**src/rtl/kia_pkg.sv**
```systemverilog
// Shared constants for the keyboard interface adapter: register map,
// status bit positions and PS/2 frame length.
package kia_pkg;

   localparam logic KIA_STATUS = 1'b0;
   localparam logic KIA_DATA   = 1'b1;

   localparam int ST_NOT_EMPTY = 0;
   localparam int ST_FULL      = 1;
   localparam int ST_OVF       = 2;
   localparam int ST_ERR       = 3;

   localparam int FRAME_BITS = 11;

endpackage

```
**src/rtl/kia_ps2_rx.sv**
```systemverilog
// PS/2 receiver: synchronizes the line pair, shifts one bit per falling
// clock edge and emits a one-cycle byte strobe or frame-error strobe.
module kia_ps2_rx
   import kia_pkg::*;
#(
   parameter int IDLE_TIMEOUT = 50000
) (
   input  logic       clk,
   input  logic       rst,
   input  logic       ps2_c,
   input  logic       ps2_d,
   output logic       byte_vld,
   output logic [7:0] byte_dat,
   output logic       frame_err
);

   localparam int TW = $clog2(IDLE_TIMEOUT + 1);

   logic          c_s1, c_s2, c_prev, d_s1, d_s2;
   logic          fall;
   logic [3:0]    bit_cnt;
   logic [9:0]    sr;
   logic [TW-1:0] to_cnt;
   logic          last_bit, frame_ok;

   assign fall     = c_prev & ~c_s2;
   assign last_bit = (bit_cnt == 4'(FRAME_BITS - 1));
   // sr holds start, data[7:0], parity; the live sample is the stop bit
   assign frame_ok = ~sr[0] & d_s2 & (^sr[9:1]);

   always_ff @(posedge clk or posedge rst) begin
      if (rst) begin
         c_s1   <= 1'b1;
         c_s2   <= 1'b1;
         c_prev <= 1'b1;
         d_s1   <= 1'b1;
         d_s2   <= 1'b1;
      end else begin
         c_s1   <= ps2_c;
         c_s2   <= c_s1;
         c_prev <= c_s2;
         d_s1   <= ps2_d;
         d_s2   <= d_s1;
      end
   end

   always_ff @(posedge clk or posedge rst) begin
      if (rst) begin
         bit_cnt   <= '0;
         sr        <= '0;
         to_cnt    <= '0;
         byte_vld  <= 1'b0;
         byte_dat  <= '0;
         frame_err <= 1'b0;
      end else begin
         byte_vld  <= 1'b0;
         frame_err <= 1'b0;
         if (fall) begin
            to_cnt <= '0;
            if (last_bit) begin
               bit_cnt   <= '0;
               byte_vld  <= frame_ok;
               frame_err <= ~frame_ok;
               byte_dat  <= sr[8:1];
            end else begin
               bit_cnt <= bit_cnt + 4'd1;
               sr      <= {d_s2, sr[9:1]};
            end
         end else if (bit_cnt != 4'd0) begin
            // A stalled partial frame is dropped silently
            if (to_cnt == TW'(IDLE_TIMEOUT)) begin
               bit_cnt <= '0;
               to_cnt  <= '0;
            end else begin
               to_cnt <= to_cnt + TW'(1);
            end
         end else begin
            to_cnt <= '0;
         end
      end
   end

endmodule

```
**src/rtl/kia_keyboard_adapter.sv**
```systemverilog
// Keyboard interface adapter: bus slave with status/data registers in front
// of a scan-code FIFO fed by the PS/2 receiver.
module kia_keyboard_adapter
   import kia_pkg::*;
#(
   parameter int FIFO_DEPTH_LOG2 = 4,
   parameter int IDLE_TIMEOUT    = 50000
) (
   input  logic       CLK_I,
   input  logic       RES_I,
   input  logic       CYC_I,
   input  logic       STB_I,
   input  logic       WE_I,
   input  logic       ADR_I,
   output logic       ACK_O,
   output logic [7:0] DAT_O,
   input  logic       D_I,
   input  logic       C_I
);

   localparam int DEPTH = 1 << FIFO_DEPTH_LOG2;

   logic                     rx_vld, rx_err;
   logic [7:0]               rx_byte;
   logic [7:0]               mem [0:DEPTH-1];
   logic [FIFO_DEPTH_LOG2-1:0] wr_ptr, rd_ptr;
   logic [FIFO_DEPTH_LOG2:0]   count;
   logic                     full, not_empty;
   logic                     ovf, err;
   logic                     acc_wr, pop, push, ovf_set, clr;
   logic [7:0]               status;

   kia_ps2_rx #(.IDLE_TIMEOUT(IDLE_TIMEOUT)) u_rx (
      .clk       (CLK_I),
      .rst       (RES_I),
      .ps2_c     (C_I),
      .ps2_d     (D_I),
      .byte_vld  (rx_vld),
      .byte_dat  (rx_byte),
      .frame_err (rx_err)
   );

   // Handshake: a request is CYC_I&STB_I; ACK_O answers one cycle later for
   // exactly one cycle, and writes take effect only in that ACK cycle.
   assign acc_wr    = ACK_O & CYC_I & STB_I & WE_I;
   assign full      = count[FIFO_DEPTH_LOG2];
   assign not_empty = |count;
   assign pop       = acc_wr & (ADR_I == KIA_DATA) & not_empty;
   assign clr       = acc_wr & (ADR_I == KIA_STATUS);
   assign push      = rx_vld & (~full | pop);
   assign ovf_set   = rx_vld & full & ~pop;

   always_ff @(posedge CLK_I or posedge RES_I) begin
      if (RES_I) begin
         ACK_O  <= 1'b0;
         wr_ptr <= '0;
         rd_ptr <= '0;
         count  <= '0;
         ovf    <= 1'b0;
         err    <= 1'b0;
      end else begin
         ACK_O <= CYC_I & STB_I & ~ACK_O;
         if (push) wr_ptr <= wr_ptr + 1'b1;
         if (pop)  rd_ptr <= rd_ptr + 1'b1;
         if (push & ~pop)      count <= count + 1'b1;
         else if (pop & ~push) count <= count - 1'b1;
         ovf <= ovf_set | (ovf & ~clr);
         err <= rx_err  | (err & ~clr);
      end
   end

   always_ff @(posedge CLK_I) begin
      if (push) mem[wr_ptr] <= rx_byte;
   end

   always_comb begin
      status               = '0;
      status[ST_NOT_EMPTY] = not_empty;
      status[ST_FULL]      = full;
      status[ST_OVF]       = ovf;
      status[ST_ERR]       = err;
      if (ADR_I == KIA_DATA) DAT_O = not_empty ? mem[rd_ptr] : 8'h00;
      else                   DAT_O = status;
   end

endmodule

```
**config.mk**
```make
export PLATFORM = sky130hd
export DESIGN_NAME = kia_keyboard_adapter
export DESIGN_NICKNAME = d
export VERILOG_FILES = /design/src/rtl/kia_pkg.sv /design/src/rtl/kia_ps2_rx.sv /design/src/rtl/kia_keyboard_adapter.sv
export SDC_FILE = /design/constraint.sdc
export NUM_CORES = 1
export LEC_CHECK = 0
export ABC_AREA = 1
export BUFFER_PORTS_ARGS = -buffer_cell sky130_fd_sc_hd__buf_4
export CORE_UTILIZATION = 67
export DETAILED_ROUTE_END_ITERATION = 10
export PLACE_DENSITY = 0.87
export RECOVER_POWER = 50
export REMOVE_ABC_BUFFERS = 1
export SLEW_MARGIN = 20
export SYNTH_ARGS = -nofsm -noshare
export SYNTH_HDL_FRONTEND = slang
export SYNTH_HIERARCHICAL = 1
export SYNTH_SLANG_ARGS = --single-unit
```
**constraint.sdc**
```tcl
create_clock -name CLK_I -period 6 [get_ports CLK_I]
set_clock_uncertainty 0.15 [all_clocks]
set_input_delay 1.2 -clock CLK_I [delete_from_list [all_inputs] [get_ports CLK_I]]
set_output_delay 1.2 -clock CLK_I [all_outputs]
set_load 0.005 [all_outputs]
```
; Word-level counts from Yosys, hierarchy flattened
; Memory sizes are Yosys's and may differ from the RTL's.
; Index checks and enable logic that the tools add are counted.
[word_totals]
memories = 1
output_inout_bits = 9
in_bits = 8
ram_bits = 128
reg_bits = 61
[mem_list]
columns = memory, depth, width, read_ports, rd_clocked_by_memory_dff, wr, line
row1 = mem, 16, 8, 1, 0, 1, kia_keyboard_adapter.sv:25  ; logic [7:0] mem [0:DEPTH-1];
[op_classes]
n_bitwise = 31
muxes = 17
reduce_logical = 9
n_eq_ne = 2
addsub = 6
[op_table]
columns = cell, count
row1 = $mux W16, 3
row2 = $and A1 B1 Y1, 18
row3 = $add A16 B1 Y16 const B, 1
row4 = $eq A16 B16 Y1 const B, 1
row5 = $mux W4, 4
row6 = $mux W8, 2
row7 = $add A4 B1 Y4 const B, 3
row8 = $mux W5, 2
row9 = $not A1 Y1, 10
row10 = $reduce_xor A9 Y1, 1
row11 = $mux W1, 6
row12 = $reduce_and A2 Y1, 3
row13 = $reduce_bool A2 Y1, 3
row14 = $add A5 B1 Y5 const B, 1
row15 = $reduce_or A5 Y1, 1
row16 = $sub A5 B1 Y5 const B, 1
row17 = $eq A4 B4 Y1 const B, 1
row18 = $reduce_bool A4 Y1, 1
row19 = $or A1 B1 Y1, 3

; Longest topological paths before layout
[logic_depth]
ltp_word = 11
mapped_depth = 15
ltp_nobuf = 15

; Cells and area by module
; Netlist, hierarchy kept.
[modules_own_cells]
columns = module, area_per_inst_um2, n_inst, cells_per_inst
row1 = kia_keyboard_adapter, 6272.3, 1, 559
row2 = kia_ps2_rx, 2193.4, 1, 254

; Worst setup path after synthesis
; Ideal clock, no wire load.
[synth_timing]
path_kind = input-to-reg
from = input WE_I
to = register count[4]
path_slack_ps = 2939
n_path_buf = 0
setup_ps = 65
t_arrival_ps = 2846
stages = 15
t_required_ps = 5785
cell_sequence = nand2_1 > nor2_4 > nand2_1 > nand2_1 > nand2_2 > inv_4 > ha_1 > inv_1 > fa_1 > nand2_1 > nand2_1 > a21oi_1 > xor2_1 > nand2_1 > nand2_1
[synth_via]
elab_chain_len = 8
elab_cells_between_ends = 11
[synth_lines]
columns = element, line
row1 = from (decl), kia_keyboard_adapter.sv:13  ; input logic WE_I,
row2 = $and A1 B1 Y1 *, kia_keyboard_adapter.sv:45  ; assign acc_wr = ACK_O & CYC_I & STB_I & WE_I;
row3 = $and A1 B1 Y1 * (2 in a row), kia_keyboard_adapter.sv:48  ; assign pop = acc_wr & (ADR_I == KIA_DATA) & not_empty;
row4 = $or A1 B1 Y1, kia_keyboard_adapter.sv:50  ; assign push = rx_vld & (~full | pop);
row5 = $and A1 B1 Y1, kia_keyboard_adapter.sv:50
row6 = $not A1 Y1, kia_keyboard_adapter.sv:66  ; else if (pop & ~push) count <= count - 1'b1;
row7 = $and A1 B1 Y1, kia_keyboard_adapter.sv:66
row8 = $reduce_bool A2 Y1 (no line), --
row9 = to (signal assigned), kia_keyboard_adapter.sv:65  ; if (push & ~pop) count <= count + 1'b1;
row10 = to (signal assigned), kia_keyboard_adapter.sv:66
row11 = to (decl), kia_keyboard_adapter.sv:27  ; logic [FIFO_DEPTH_LOG2:0] count;
; Every way passes the cells marked *; elsewhere a longest branch is shown, timed or not.
; A chain may end at the register's enable or synchronous reset.

; Worst setup path in the final report
[layout_timing]
from = register rd_ptr[2]
to = output DAT_O[2]
[layout_via]
elab_chain_len = 3
[layout_lines]
columns = element, line
row1 = from (decl), kia_keyboard_adapter.sv:26  ; logic [FIFO_DEPTH_LOG2-1:0] wr_ptr, rd_ptr;
row2 = from (signal assigned), kia_keyboard_adapter.sv:64  ; if (pop) rd_ptr <= rd_ptr + 1'b1;
row3 = $mem_v2 Z16 W8, --
row4 = $mux W8 (2 in a row), kia_keyboard_adapter.sv:82  ; if (ADR_I == KIA_DATA) DAT_O = not_empty ? mem[rd_ptr] : 8'h00;
row5 = to (decl), kia_keyboard_adapter.sv:16  ; output logic [7:0] DAT_O,
; Every way passes these cells.

==> results_dict.tcl <==
set metrics [dict create \
    outcome "complete, no violations" \
    fin_crit_sh_pct 67.4 \
    maxSlewHeadroom_pct 38.1 \
    post_cts_buffers 0 \
    clk_pin_slew_ps 70 \
    worstPathArrival_ps 2700 \
    overflow 0 \
    htreeDepth 4 \
    drive_gt1_share_pct 10.6 \
    n_antenna_cell 0 \
    final_util_pct 75.5 \
    cts_tree "built" \
    p_comb_share_pct 25.1 \
    die_y_um 114 \
    io_pins 17 \
    vias_per_cell 5.87 \
    pwr-share-seq_pct 44.3 \
    vias 5901 \
    nets 847 \
    clock-sinks 189 \
    reg2regPathDepth 14 \
    synth-async-reset-ratio_pct 32.3 \
    netlist_area_um2 8470 \
    postSynthAreaPerCell_um2 10.4 \
    slew_viol_final 0 \
    insertion_delay_ps 430 \
    hp-start "u_rx/d_s1" \
    cellPowerDensity_nw_per_um2 415 \
    synth_largest_area_cell "edfxtp_1" \
    ys_types 43 \
    worstMarginPinSlew_ps 925 \
    switching_share_pct 33.6 \
    cp-end-kind "primary output" \
    holdBufCountCts 0 \
    totalWireLength_um 17700 \
    grt_max_degree 61 \
    p_int_mw 2.53 \
    period_needed_ps 4050 \
    hold_violations 0 \
    routabilityCongestion 0.897 \
    yosys_warnings 6 \
    r2r-end "count[4]" \
    dr.pass1.iters 5 \
    syn-instance-count 813 \
    syn_to_final_growth_pct 8.45 \
    ys_dominant_reg_cell "edfxtp_1" \
    hold_path_end "u_rx/d_s2" \
    nFillCells 762 \
    rr_startpoint "count[0]" \
    setup_tns_ps 0 \
    p_switching_mw 1.28 \
    crit_fanout 18 \
    fmax_mhz 247 \
    die_x_um 114 \
    seq_area_frac_synth_pct 63.5 \
    dieArea_um2 13100 \
    start_util_pct 69.6 \
    grt_antenna_before_repair 0 \
    vdd_drop_max_v 0.000260 \
    cts_root_buffer "clkbuf_16" \
    grtUsageTotal_pct 29.4 \
    cts_resized 0 \
    critical_path_required_ps 4650 \
    drc 0 \
    cts_buffers 17 \
    synth_top_area_share_pct 45.4 \
    hold_class "reg2reg" \
    reg2reg_slack_ps 3230 \
    whs_ps 214 \
    yosys-top-cells-count "204 x nand2_1, 128 x edfxtp_1, 100 x nor2_1" \
    cts_buffer_depth 2 \
    synth_area_leaders "edfxtp_1 45%, dfrtp_1 17%, nand2_1 9.0%" \
    synth.most_common_cell "nand2_1" \
    drv_cap 0 \
    rsz0062_at_grt "false" \
    grt_pass1_wl_um 28600 \
    grt_pass1_vias 5917 \
    pwr-share-clk_pct 30.6 \
    synth_edf_count 128 \
    hpwl_um 11400 \
    start_kind "register" \
    path_class "reg2out" \
    port_buffers 16 \
    total_leakage_power_nw 3.74 \
    design.core.area_um2 12200 \
    ys_ff_latch 189 \
    setup_violations 0 \
    drt-initial-drc-count 748 \
    wl_per_cell_um 17.6 \
    ant_nets 0 \
    min_path_cells 0 \
    rows 40 \
]
cell families (layout without fill, tap and decap cells):
logic type,count (synthesis),in the layout,synth area share (%)
AO/OA/AOI/OAI,87,87,5.76
XOR/XNOR,16,16,1.66
adder cells (fa/ha/maj),15,15,2.31
buffers and inverters,96,120,5.84
flip-flops,189,189,63.5
AND/OR/NAND/NOR,410,410,20.9
flip-flops by register name, summed over array words and instances, names as in the netlist:
register,count
err,1
u_rx/byte_vld,1
u_rx/d_s2,1
u_rx/to_cnt,16
u_rx/c_s1,1
u_rx/c_s2,1
u_rx/frame_err,1
count,5
ovf,1
u_rx/byte_dat,8
u_rx/sr,10
u_rx/bit_cnt,4
u_rx/c_prev,1
u_rx/d_s1,1
mem,128
wr_ptr,4
rd_ptr,4
ACK_O,1
critical path: stages (launching register included):
cell,delay (ps)
dfrtp_1,770
clkinv_1,710
nand3_1,290
nand3_1,150
nand2_1,120
nand2_1,50
nand2_1,60
buf_4,100
routing by layer:
layer  share of wire [%]  global-route usage [%]  vias up  routed length (um)
li1                    -                       -     2723                   -
met1                  39                    36.5     2819                6850
met2                  51                    49.8      306                9100
met3                 7.3                    5.88       53                1290
met4                 2.7                    14.5        0                 473
met5                   0                       0        -                   0
final cells by class:
class                           count  area (um^2)  share of cell area, %
Timing Repair Buffer               19          139                   1.51
Clock inverter                     12          161                   1.76
Tap cell                          168          210                   2.29
Inverter                           69          273                   2.97
Sequential cell                   189         5380                   58.6
Clock buffer                       20          457                   4.97
Multi-Input combinational cell    528         2560                   27.9
how the worst max path moves through the flow:
stage	from	endpoint	slack [ps]	cells after the start
after floorplan	rd_ptr[0]	DAT_O[4]	2380	9
after global placement	rd_ptr[0]	DAT_O[4]	2560	10
after detailed placement	rd_ptr[0]	DAT_O[3]	2490	10
after CTS	rd_ptr[0]	DAT_O[3]	2010	10
after global routing	rd_ptr[2]	DAT_O[2]	1810	7
final	rd_ptr[2]	DAT_O[2]	1950	7
placed cells by master (no fill, tap or decap), types with 3 or more instances in the layout:
cell type,instances
clkinvlp_4,3
edfxtp_1,128
nor3_1,3
nand2_1,207
dfstp_2,4
o21ai_0,41
xnor2_1,4
nor2_4,3
a21oi_1,14
nand3_1,66
buf_4,15
o21ai_1,15
o211ai_1,9
bufinv_16,3
nand2_2,8
clkbuf_16,17
xor2_1,12
clkbuf_4,3
clkinv_4,3
ha_1,14
inv_1,61
nor2_2,10
nor2_1,101
nand3_2,4
dfrtp_1,55
through the flow:
| stage | power [mW] | setup WS [ps] | cell area (um^2) | instances |
|---|---|---|---|---|
| CTS | 3.80 | 2010 | 9220 | 1005 |
| global placement | 2.58 | 2560 | 8600 | 973 |
| floorplan | 2.32 | 2380 | 8250 | 786 |
| detailed placement | 2.64 | 2490 | 8600 | 973 |
| global route | 3.99 | 1810 | 9180 | 1005 |
| finish | 3.81 | 1950 | 9180 | 1005 |
power groups by stage:
stage	Sequential, mW	Clock [mW]	Combinational (mW)
6_report	1.69	1.17	0.956
5_1_grt	1.70	1.22	1.07
4_1_cts	1.68	1.17	0.950
3_5_place_dp	1.71	0	0.936
3_3_place_gp	1.69	0	0.881
2_1_floorplan	1.67	0	0.641
(Power assumes the default switching activity.)
